File: src/rtl/vpe_ctrl_pkg.sv
// Shared types and constants for the VPE solve controller.
// Optional stochastic capture is enabled with the VPE_RANDOM_FLIP_EN macro.
package vpe_ctrl_pkg;

  localparam int NUM_VAR      = 60;
  localparam int NUM_CLAUSE   = 32;
  localparam int NUM_GRP      = 8;
  localparam int COLS_PER_GRP = 4;
  localparam int ITER_W       = 16;
  localparam int VAR_W        = 6;
  localparam int GRP_W        = 3;
  localparam logic [15:0] LFSR_SEED = 16'hACE1;

  typedef enum logic [2:0] {
    ST_IDLE    = 3'd0,
    ST_LOAD    = 3'd1,
    ST_SETUP   = 3'd2,
    ST_UPDATE  = 3'd3,
    ST_CAPTURE = 3'd4,
    ST_DONE    = 3'd5
  } state_e;

  // Rows beyond the array decode to no word line at all.
  function automatic logic [NUM_VAR-1:0] wl_onehot(input logic [VAR_W-1:0] idx);
    logic [NUM_VAR-1:0] r;
    r = {NUM_VAR{1'b0}};
    if (idx < VAR_W'(NUM_VAR)) begin
      r[idx] = 1'b1;
    end else begin
      r = {NUM_VAR{1'b0}};
    end
    return r;
  endfunction

endpackage

File: src/rtl/vpe_lfsr16.sv
// 16-bit Fibonacci LFSR (taps 16,14,13,11), used only when VPE_RANDOM_FLIP_EN is defined.
module vpe_lfsr16
  import vpe_ctrl_pkg::*;
(
  input  logic        clk_i,
  input  logic        rst_ni,
  input  logic        en_i,
  output logic [15:0] state_o
);

  logic [15:0] lfsr_q;
  logic [15:0] lfsr_d;
  logic        fb_s;

  assign fb_s = lfsr_q[15] ^ lfsr_q[13] ^ lfsr_q[12] ^ lfsr_q[10];

  // Advance one step per enable.
  always_comb begin
    lfsr_d = lfsr_q;
    if (en_i) begin
      lfsr_d = {lfsr_q[14:0], fb_s};
    end else begin
      lfsr_d = lfsr_q;
    end
  end

  // LFSR state register.
  always_ff @(posedge clk_i or negedge rst_ni) begin
    if (!rst_ni) begin
      lfsr_q <= LFSR_SEED;
    end else begin
      lfsr_q <= lfsr_d;
    end
  end

  assign state_o = lfsr_q;

endmodule

File: src/rtl/vpe_solve_ctrl.sv
// Load/solve sequencer for one VPE; owns all VPE strobes and the assignment vector.
// Define VPE_RANDOM_FLIP_EN to enable LFSR-driven stochastic flips at capture.
module vpe_solve_ctrl
  import vpe_ctrl_pkg::*;
(
  input  logic                  clk_i,
  input  logic                  rst_ni,
  input  logic                  start_i,
  input  logic [ITER_W-1:0]     max_iter_i,
  input  logic                  load_req_i,
  output logic                  load_ack_o,
  input  logic [VAR_W-1:0]      load_row_i,
  input  logic [GRP_W-1:0]      load_grp_i,
  input  logic                  load_sign_i,
  input  logic [3:0]            load_data_i,
  output logic [NUM_VAR-1:0]    wl_sw_o,
  output logic                  wl_sign_o,
  output logic [NUM_GRP-1:0]    bl_en_o,
  output logic [NUM_CLAUSE-1:0] bl_si_o,
  output logic [NUM_CLAUSE-1:0] bl_sl_o,
  output logic [NUM_CLAUSE-1:0] bl_sr_o,
  output logic                  sram_state_o,
  output logic                  vul_en_o,
  output logic                  var_state_o,
  output logic                  v_pre_o,
  output logic [NUM_VAR-1:0]    v_o,
  input  logic                  vi_readout_i,
  input  logic                  satisfy_i,
  output logic                  busy_o,
  output logic                  done_o,
  output logic                  sat_found_o,
  output logic [ITER_W-1:0]     iter_cnt_o
);

  state_e                state_q, state_d;
  logic [VAR_W-1:0]      var_idx_q, var_idx_d;
  logic [ITER_W-1:0]     iter_cnt_q, iter_cnt_d;
  logic [ITER_W-1:0]     max_iter_q, max_iter_d;
  logic [NUM_VAR-1:0]    assign_q, assign_d;
  logic                  done_q, done_d;
  logic                  sat_q, sat_d;

  logic                  load_ack_q, load_ack_d;
  logic [NUM_VAR-1:0]    wl_sw_q, wl_sw_d;
  logic                  wl_sign_q, wl_sign_d;
  logic [NUM_GRP-1:0]    bl_en_q, bl_en_d;
  logic [NUM_CLAUSE-1:0] bl_si_q, bl_si_d;
  logic                  sram_q, sram_d;
  logic                  vul_en_q, vul_en_d;
  logic                  var_state_q, var_state_d;
  logic                  v_pre_q, v_pre_d;
  logic                  busy_q, busy_d;

  logic                  cap_bit_s;
  logic                  last_var_s;
  logic [ITER_W-1:0]     iter_inc_s;
  logic                  budget_hit_s;

`ifdef VPE_RANDOM_FLIP_EN
  logic [15:0] lfsr_s;

  vpe_lfsr16 u_lfsr (
    .clk_i   (clk_i),
    .rst_ni  (rst_ni),
    .en_i    (state_q == ST_CAPTURE),
    .state_o (lfsr_s)
  );

  assign cap_bit_s = vi_readout_i ^ (lfsr_s[3:0] == 4'd0);
`else
  assign cap_bit_s = vi_readout_i;
`endif

  assign last_var_s   = (var_idx_q == VAR_W'(NUM_VAR - 1));
  assign iter_inc_s   = (&iter_cnt_q) ? iter_cnt_q : iter_cnt_q + ITER_W'(1);
  assign budget_hit_s = (max_iter_q != {ITER_W{1'b0}}) && (iter_inc_s == max_iter_q);

  // State and datapath registers.
  always_ff @(posedge clk_i or negedge rst_ni) begin
    if (!rst_ni) begin
      state_q    <= ST_IDLE;
      var_idx_q  <= {VAR_W{1'b0}};
      iter_cnt_q <= {ITER_W{1'b0}};
      max_iter_q <= {ITER_W{1'b0}};
      assign_q   <= {NUM_VAR{1'b0}};
      done_q     <= 1'b0;
      sat_q      <= 1'b0;
    end else begin
      state_q    <= state_d;
      var_idx_q  <= var_idx_d;
      iter_cnt_q <= iter_cnt_d;
      max_iter_q <= max_iter_d;
      assign_q   <= assign_d;
      done_q     <= done_d;
      sat_q      <= sat_d;
    end
  end

  // Next-state and datapath update; load wins over start when both arrive.
  always_comb begin
    state_d    = state_q;
    var_idx_d  = var_idx_q;
    iter_cnt_d = iter_cnt_q;
    max_iter_d = max_iter_q;
    assign_d   = assign_q;
    done_d     = done_q;
    sat_d      = sat_q;
    case (state_q)
      ST_IDLE, ST_DONE: begin
        if (load_req_i) begin
          state_d = ST_LOAD;
        end else if (start_i) begin
          state_d    = ST_SETUP;
          var_idx_d  = {VAR_W{1'b0}};
          iter_cnt_d = {ITER_W{1'b0}};
          max_iter_d = max_iter_i;
          done_d     = 1'b0;
          sat_d      = 1'b0;
        end else begin
          state_d = state_q;
        end
      end
      ST_LOAD:   state_d = ST_IDLE;
      ST_SETUP:  state_d = ST_UPDATE;
      ST_UPDATE: state_d = ST_CAPTURE;
      ST_CAPTURE: begin
        assign_d[var_idx_q] = cap_bit_s;
        if (satisfy_i) begin
          state_d = ST_DONE;
          done_d  = 1'b1;
          sat_d   = 1'b1;
        end else if (!last_var_s) begin
          state_d   = ST_SETUP;
          var_idx_d = var_idx_q + VAR_W'(1);
        end else begin
          var_idx_d  = {VAR_W{1'b0}};
          iter_cnt_d = iter_inc_s;
          if (budget_hit_s) begin
            state_d = ST_DONE;
            done_d  = 1'b1;
            sat_d   = 1'b0;
          end else begin
            state_d = ST_SETUP;
          end
        end
      end
      default: state_d = ST_IDLE;
    endcase
  end

  // Strobe decode from the state being entered so the registered strobes line up with it.
  always_comb begin
    load_ack_d  = 1'b0;
    wl_sw_d     = {NUM_VAR{1'b0}};
    wl_sign_d   = 1'b0;
    bl_en_d     = {NUM_GRP{1'b0}};
    bl_si_d     = {NUM_CLAUSE{1'b0}};
    sram_d      = 1'b0;
    vul_en_d    = 1'b0;
    var_state_d = 1'b0;
    v_pre_d     = 1'b0;
    busy_d      = 1'b0;
    case (state_d)
      ST_LOAD: begin
        load_ack_d = 1'b1;
        wl_sw_d    = wl_onehot(load_row_i);
        wl_sign_d  = load_sign_i;
        bl_en_d    = NUM_GRP'(1) << load_grp_i;
        bl_si_d    = NUM_CLAUSE'(load_data_i) << {load_grp_i, 2'b00};
        sram_d     = 1'b1;
        busy_d     = 1'b1;
      end
      ST_SETUP, ST_UPDATE, ST_CAPTURE: begin
        wl_sw_d     = wl_onehot(var_idx_d);
        var_state_d = 1'b1;
        v_pre_d     = assign_d[var_idx_d];
        vul_en_d    = (state_d == ST_UPDATE);
        busy_d      = 1'b1;
      end
      default: begin
        busy_d = 1'b0;
      end
    endcase
  end

  // Output strobe registers.
  always_ff @(posedge clk_i or negedge rst_ni) begin
    if (!rst_ni) begin
      load_ack_q  <= 1'b0;
      wl_sw_q     <= {NUM_VAR{1'b0}};
      wl_sign_q   <= 1'b0;
      bl_en_q     <= {NUM_GRP{1'b0}};
      bl_si_q     <= {NUM_CLAUSE{1'b0}};
      sram_q      <= 1'b0;
      vul_en_q    <= 1'b0;
      var_state_q <= 1'b0;
      v_pre_q     <= 1'b0;
      busy_q      <= 1'b0;
    end else begin
      load_ack_q  <= load_ack_d;
      wl_sw_q     <= wl_sw_d;
      wl_sign_q   <= wl_sign_d;
      bl_en_q     <= bl_en_d;
      bl_si_q     <= bl_si_d;
      sram_q      <= sram_d;
      vul_en_q    <= vul_en_d;
      var_state_q <= var_state_d;
      v_pre_q     <= v_pre_d;
      busy_q      <= busy_d;
    end
  end

  assign load_ack_o   = load_ack_q;
  assign wl_sw_o      = wl_sw_q;
  assign wl_sign_o    = wl_sign_q;
  assign bl_en_o      = bl_en_q;
  assign bl_si_o      = bl_si_q;
  assign bl_sl_o      = {NUM_CLAUSE{1'b0}};
  assign bl_sr_o      = {NUM_CLAUSE{1'b0}};
  assign sram_state_o = sram_q;
  assign vul_en_o     = vul_en_q;
  assign var_state_o  = var_state_q;
  assign v_pre_o      = v_pre_q;
  assign v_o          = assign_q;
  assign busy_o       = busy_q;
  assign done_o       = done_q;
  assign sat_found_o  = sat_q;
  assign iter_cnt_o   = iter_cnt_q;

endmodule

File: config.mk
export PLATFORM = sky130hd
export DESIGN_NAME = vpe_solve_ctrl
export DESIGN_NICKNAME = d
export VERILOG_FILES = /design/src/rtl/vpe_ctrl_pkg.sv /design/src/rtl/vpe_lfsr16.sv /design/src/rtl/vpe_solve_ctrl.sv
export SDC_FILE = /design/constraint.sdc
export NUM_CORES = 1
export LEC_CHECK = 0
export ABC_CLOCK_PERIOD_IN_PS = 4650
export BUFFER_PORTS_ARGS = -buffer_cell sky130_fd_sc_hd__buf_2
export CAP_MARGIN = 40
export CORE_MARGIN = 3
export CORE_UTILIZATION = 50
export DETAILED_ROUTE_END_ITERATION = 16
export GPL_TIMING_DRIVEN = 0
export PLACE_DENSITY = 0.76
export SETUP_SLACK_MARGIN = 0.02
export SLEW_MARGIN = 15
export SYNTH_ARGS = -nofsm -noshare
export SYNTH_HDL_FRONTEND = slang
export SYNTH_HIERARCHICAL = 1
export SYNTH_SLANG_ARGS = --single-unit
File: constraint.sdc
create_clock -name clk_i -period 4.65 [get_ports clk_i]
set_input_delay 0.6975 -clock clk_i [delete_from_list [all_inputs] [get_ports clk_i]]
set_output_delay 0.6975 -clock clk_i [all_outputs]
set_load 0.03 [all_outputs]
==> metrics list <==
- The final layout contains 1330 nets.
- After layout, the worst setup slack is between 0.6 and 0.7 ns.
- Pin count of the biggest net entering global routing: 95
- Leading cell type by number of instances after synthesis: sky130_fd_sc_hd__dfrtp_1
- The synthesized netlist occupies a cell area of 0.01032 mm^2.
- Summed over all nets, the half-perimeter wirelength after detailed placement is ~23000 um.
- In this run the static leakage power is around 6.4 nW.
- The number of pins with negative max-slew slack in the final report is 0.
- Average via count per standard cell: 5.657
* Fill cells: between 1500 and 2000
* Power Dens Cells: ~490 mW/mm^2
- The share of synthesized area in the top cell type comes to 0.5067.
- Total length of routed wires: slightly above 30000 um
- For the pin with the worst max-slew slack, the measured transition is 0.8395 ns.
- The congestion estimate from routability-driven global placement came to around 0.97.
- Clock sink count: about 210
- The path class of the tightest hold or removal check is input pin to async pin.
* Synth top area cells: sky130_fd_sc_hd__dfrtp_1 51%, sky130_fd_sc_hd__mux2_2 7.7%, sky130_fd_sc_hd__buf_4 4.7%, sky130_fd_sc_hd__nand2_1 3.7%, sky130_fd_sc_hd__o22ai_1 3.0%
- Final ANT Viol Nets: 0
* Die Y-Extent: 149.7 um
- The first global-routing pass estimated approximately 48000 um of wire.
- Post-route minimum period: around 4 ns
- The final hold violation count is 0.
- Number of antenna violations at the first check in global routing: 0
* Pre-CTS worst setup slack: approximately 0.74 ns
- TritonCTS built the clock tree.
* Post-synthesis cell count: around 1000
* Register area: about 0.0052 mm^2
- The worst setup path is captured at a flop.
- # resized after CTS: 0
- Highest cell delay on the worst timing path: a little under 0.6 ns
- The most used flip-flop cell after synthesis is sky130_fd_sc_hd__dfrtp_1.
- Area taken by multi-input logic gates: approximately 0.0045 mm^2
- Summing all placed instances gives a cell area of about 0.012 mm^2.
- The critical path is of the flop to flop type.
* Run status: finished, final reports clean
- In this run, the number of DRC markers left after iteration 0 of detailed routing was between 700 and 800.
* CTS Buffer Depth: 3
* Share of layout cells above drive strength 1: 0.3435
* Starting density of the core: 0.5201
- During synthesis, Yosys emitted a total of 6 warnings.
* Via count of the first global-routing pass: ~8600
- Max-cap check violation count: 0
- The signal on the critical path passes through ha_1 -> nand3_2 -> or4_4 -> buf_6 -> a21oi_1 -> o211ai_2 -> nor4_1 -> and4_4 -> o21a_1 -> or3_1 -> clkbuf_1 -> buf_2 -> o22ai_1.
- The floorplan step defined a die boundary enclosing around 0.022 mm^2.
- Before antenna repair, the detailed router went through 6 iterations.
- STA puts the critical path data arrival time at approximately 4.4 ns.
* Average routed wire per standard cell: around 20 um
- In this run, distinct cell masters in the synthesized netlist total 85.
- Worst skew pair latency: around 0.52 ns
- Dividing the final minimum period by the clock period gives 0.8617.
- The die is around 150 um wide.
- Counting flops with an async set or reset pin after synthesis yields a share of 1.000.
* Post-synth EDFFs: 0
* Slowest cell on the critical path: sky130_fd_sc_hd__or4_4
- Placeable core area: around 0.02 mm^2
- Buffers added to address setup during post-CTS repair amount to 0.
* Maximum fanout along the worst path: 10
* TNS Setup: 0 ns
* Clock root buffer: sky130_fd_sc_hd__clkbuf_16
* Area of all placed cells without fillers: about 0.013 mm^2
- Worst slew slack as a fraction of its limit: 0.4370
- Row generation in the floorplan step produced between 50 and 60 rows.
- A synthesized cell averages 10.53 um^2.
- Maximum clock frequency: approximately 250 MHz
* H-tree levels: 1
- After synthesis, the most frequently instantiated cells are 209 x sky130_fd_sc_hd__dfrtp_1, 101 x sky130_fd_sc_hd__nand2_1, 71 x sky130_fd_sc_hd__mux2_2.
- Buffers placed on the I/O ports in this run total ~220.
- Worst r2r path cells: 13
* Final setup violation count: 0
- Worst voltage drop across the vdd grid: around 0.32 mV
- Overall Power: roughly 6.3 mW
- Clock-pin slew of the registers on the worst-case setup and hold paths: around 0.070 ns
- At the worst endpoint, the required time is approximately 5 ns.
* DRC Markers: 0
- The total overflow left after global routing is 0.
* Number of inserted diodes: 0
- STA classifies the critical path startpoint as a flop.
- Largest area contributor in the synthesized netlist: sky130_fd_sc_hd__dfrtp_1
* Syn-to-layout area delta: 25.39%
* Seq cells post-synth: approximately 210
- For this run, the register share of the synthesized area comes to 0.5067.
* Clock Skew: 0.03214 ns
- Hold-fix buffers at CTS: 0
* CTS Buf Count: 24
- Setup repair after global routing left no endpoint under its margin.
- For this run, the total global-route usage over all layers was measured as 0.2712.
- Total number of vias: a little under 9000
* Boundary pin count: roughly 290
-- worst paths after layout --
kind	startpoint	to	slack, ns
min in group clk_i	max_iter_i[9]	max_iter_q[9]	0.41
min	rst_ni	v_o[15]	0.04
min reg2reg	sat_found_o	sat_found_o	0.50
max in group asynchronous	rst_ni	wl_sw_o[57]	3.44
max reg2reg	iter_cnt_o[0]	wl_sw_o[32]	0.64
max	iter_cnt_o[0]	wl_sw_o[32]	0.64
-- flip-flops by register name, indices dropped and copies added (netlist names) --
signal,cells
sram_state_o,1
sat_found_o,1
var_state_o,1
v_o,60
wl_sign_o,1
bl_si_o,32
max_iter_q,16
bl_en_o,8
state_q,3
var_idx_q,6
done_o,1
vul_en_o,1
wl_sw_o,60
iter_cnt_o,16
v_pre_o,1
busy_o,1
-- cell usage in the layout, fill, tap and decap left out, types with 4 or more instances in the layout --
cell type	Yosys	routed
sky130_fd_sc_hd__buf_1	4	4
sky130_fd_sc_hd__clkbuf_16	0	25
sky130_fd_sc_hd__o21a_1	5	5
sky130_fd_sc_hd__nand4_1	8	8
sky130_fd_sc_hd__buf_2	14	234
sky130_fd_sc_hd__a21oi_1	23	23
sky130_fd_sc_hd__nand2b_1	9	9
sky130_fd_sc_hd__nand3b_1	4	4
sky130_fd_sc_hd__conb_1	1	64
sky130_fd_sc_hd__inv_1	18	18
sky130_fd_sc_hd__buf_6	4	4
sky130_fd_sc_hd__nand3_1	26	26
sky130_fd_sc_hd__and4_1	5	5
sky130_fd_sc_hd__nor2b_1	5	5
sky130_fd_sc_hd__or3_1	9	9
sky130_fd_sc_hd__bufinv_16	0	5
sky130_fd_sc_hd__clkinvlp_4	0	4
sky130_fd_sc_hd__and3_1	9	9
sky130_fd_sc_hd__xor2_1	6	6
sky130_fd_sc_hd__a31oi_1	4	4
sky130_fd_sc_hd__o21ai_0	31	31
sky130_fd_sc_hd__mux2i_1	19	19
sky130_fd_sc_hd__o22ai_1	49	49
sky130_fd_sc_hd__buf_4	65	65
sky130_fd_sc_hd__o22ai_2	10	10
sky130_fd_sc_hd__nor3b_1	6	6
sky130_fd_sc_hd__mux2_2	71	71
sky130_fd_sc_hd__nor4_1	10	10
sky130_fd_sc_hd__clkbuf_1	42	47
sky130_fd_sc_hd__nor3_1	22	22
sky130_fd_sc_hd__a211oi_1	7	7
sky130_fd_sc_hd__or4_1	4	4
sky130_fd_sc_hd__and2_1	37	37
sky130_fd_sc_hd__nand2_1	101	101
sky130_fd_sc_hd__xnor2_1	16	16
sky130_fd_sc_hd__o31ai_1	5	5
sky130_fd_sc_hd__nor2_1	51	51
sky130_fd_sc_hd__dfrtp_1	209	209
-- metal layers --
metal / track usage / share of wire / wire, um / vias to the layer above
met5: 0 / 0 / 0 / -
met4: 0.09424 / 0.039 / 1214 / 0
met3: 0.05572 / 0.099 / 3074 / 91
met2: 0.4387 / 0.47 / 14410 / 534
met1: 0.3663 / 0.40 / 12290 / 4296
li1: - / - / - / 3988
-- stage by stage --
stage	instances	hold slack, ns	util
after floorplan	1043	0.4019	-
after global placement	1524	0.4681	0.6032
after detailed placement	1531	0.4792	0.6078
after CTS	1575	0.03738	0.6522
after global routing	1575	0.05216	0.6522
final	1575	0.03722	0.6522
-- report_power, final --
part	internal [mW]	total [mW]	switching, mW
clock network	1.31	2.08	0.762
logic	0.695	2.05	1.36
registers	2.02	2.19	0.170
total	4.03	6.32	2.29
-- critical path, delay by kind of cell, from the launching register on --
family,cells,cell delay [ns]
flops,1,0.50
simple gates,5,1.64
compound gates,4,0.65
buf+inv,3,0.70
fa+ha+maj,1,0.37
-- logic make-up (layout without fill, tap and decap cells) --
| group | Yosys count | in the layout | synth area share |
|---|---|---|---|
| AND/OR/NAND/NOR | 329 | 329 | 0.1698 |
| flip-flops | 209 | 209 | 0.5067 |
| AO/OA/AOI/OAI | 178 | 178 | 0.1238 |
| buffers and inverters | 149 | 416 | 0.08242 |
| multiplexers | 90 | 90 | 0.09588 |
| XOR/XNOR | 22 | 22 | 0.01867 |
| adder cells (fa/ha/maj) | 2 | 2 | 0.002424 |
| other | 1 | 64 | 0.0003633 |
-- area by class of cell --
type / instances / area share
buffer: 129 / 0.05993
clock buffer: 33 / 0.05297
clock inverter: 11 / 0.01518
inverter: 20 / 0.005800
multi-input combinational: 685 / 0.3460
sequential: 209 / 0.4041
tap: 265 / 0.02562
timing repair buffer: 223 / 0.09048
No activity file was read; power rests on OpenSTA's default activity.
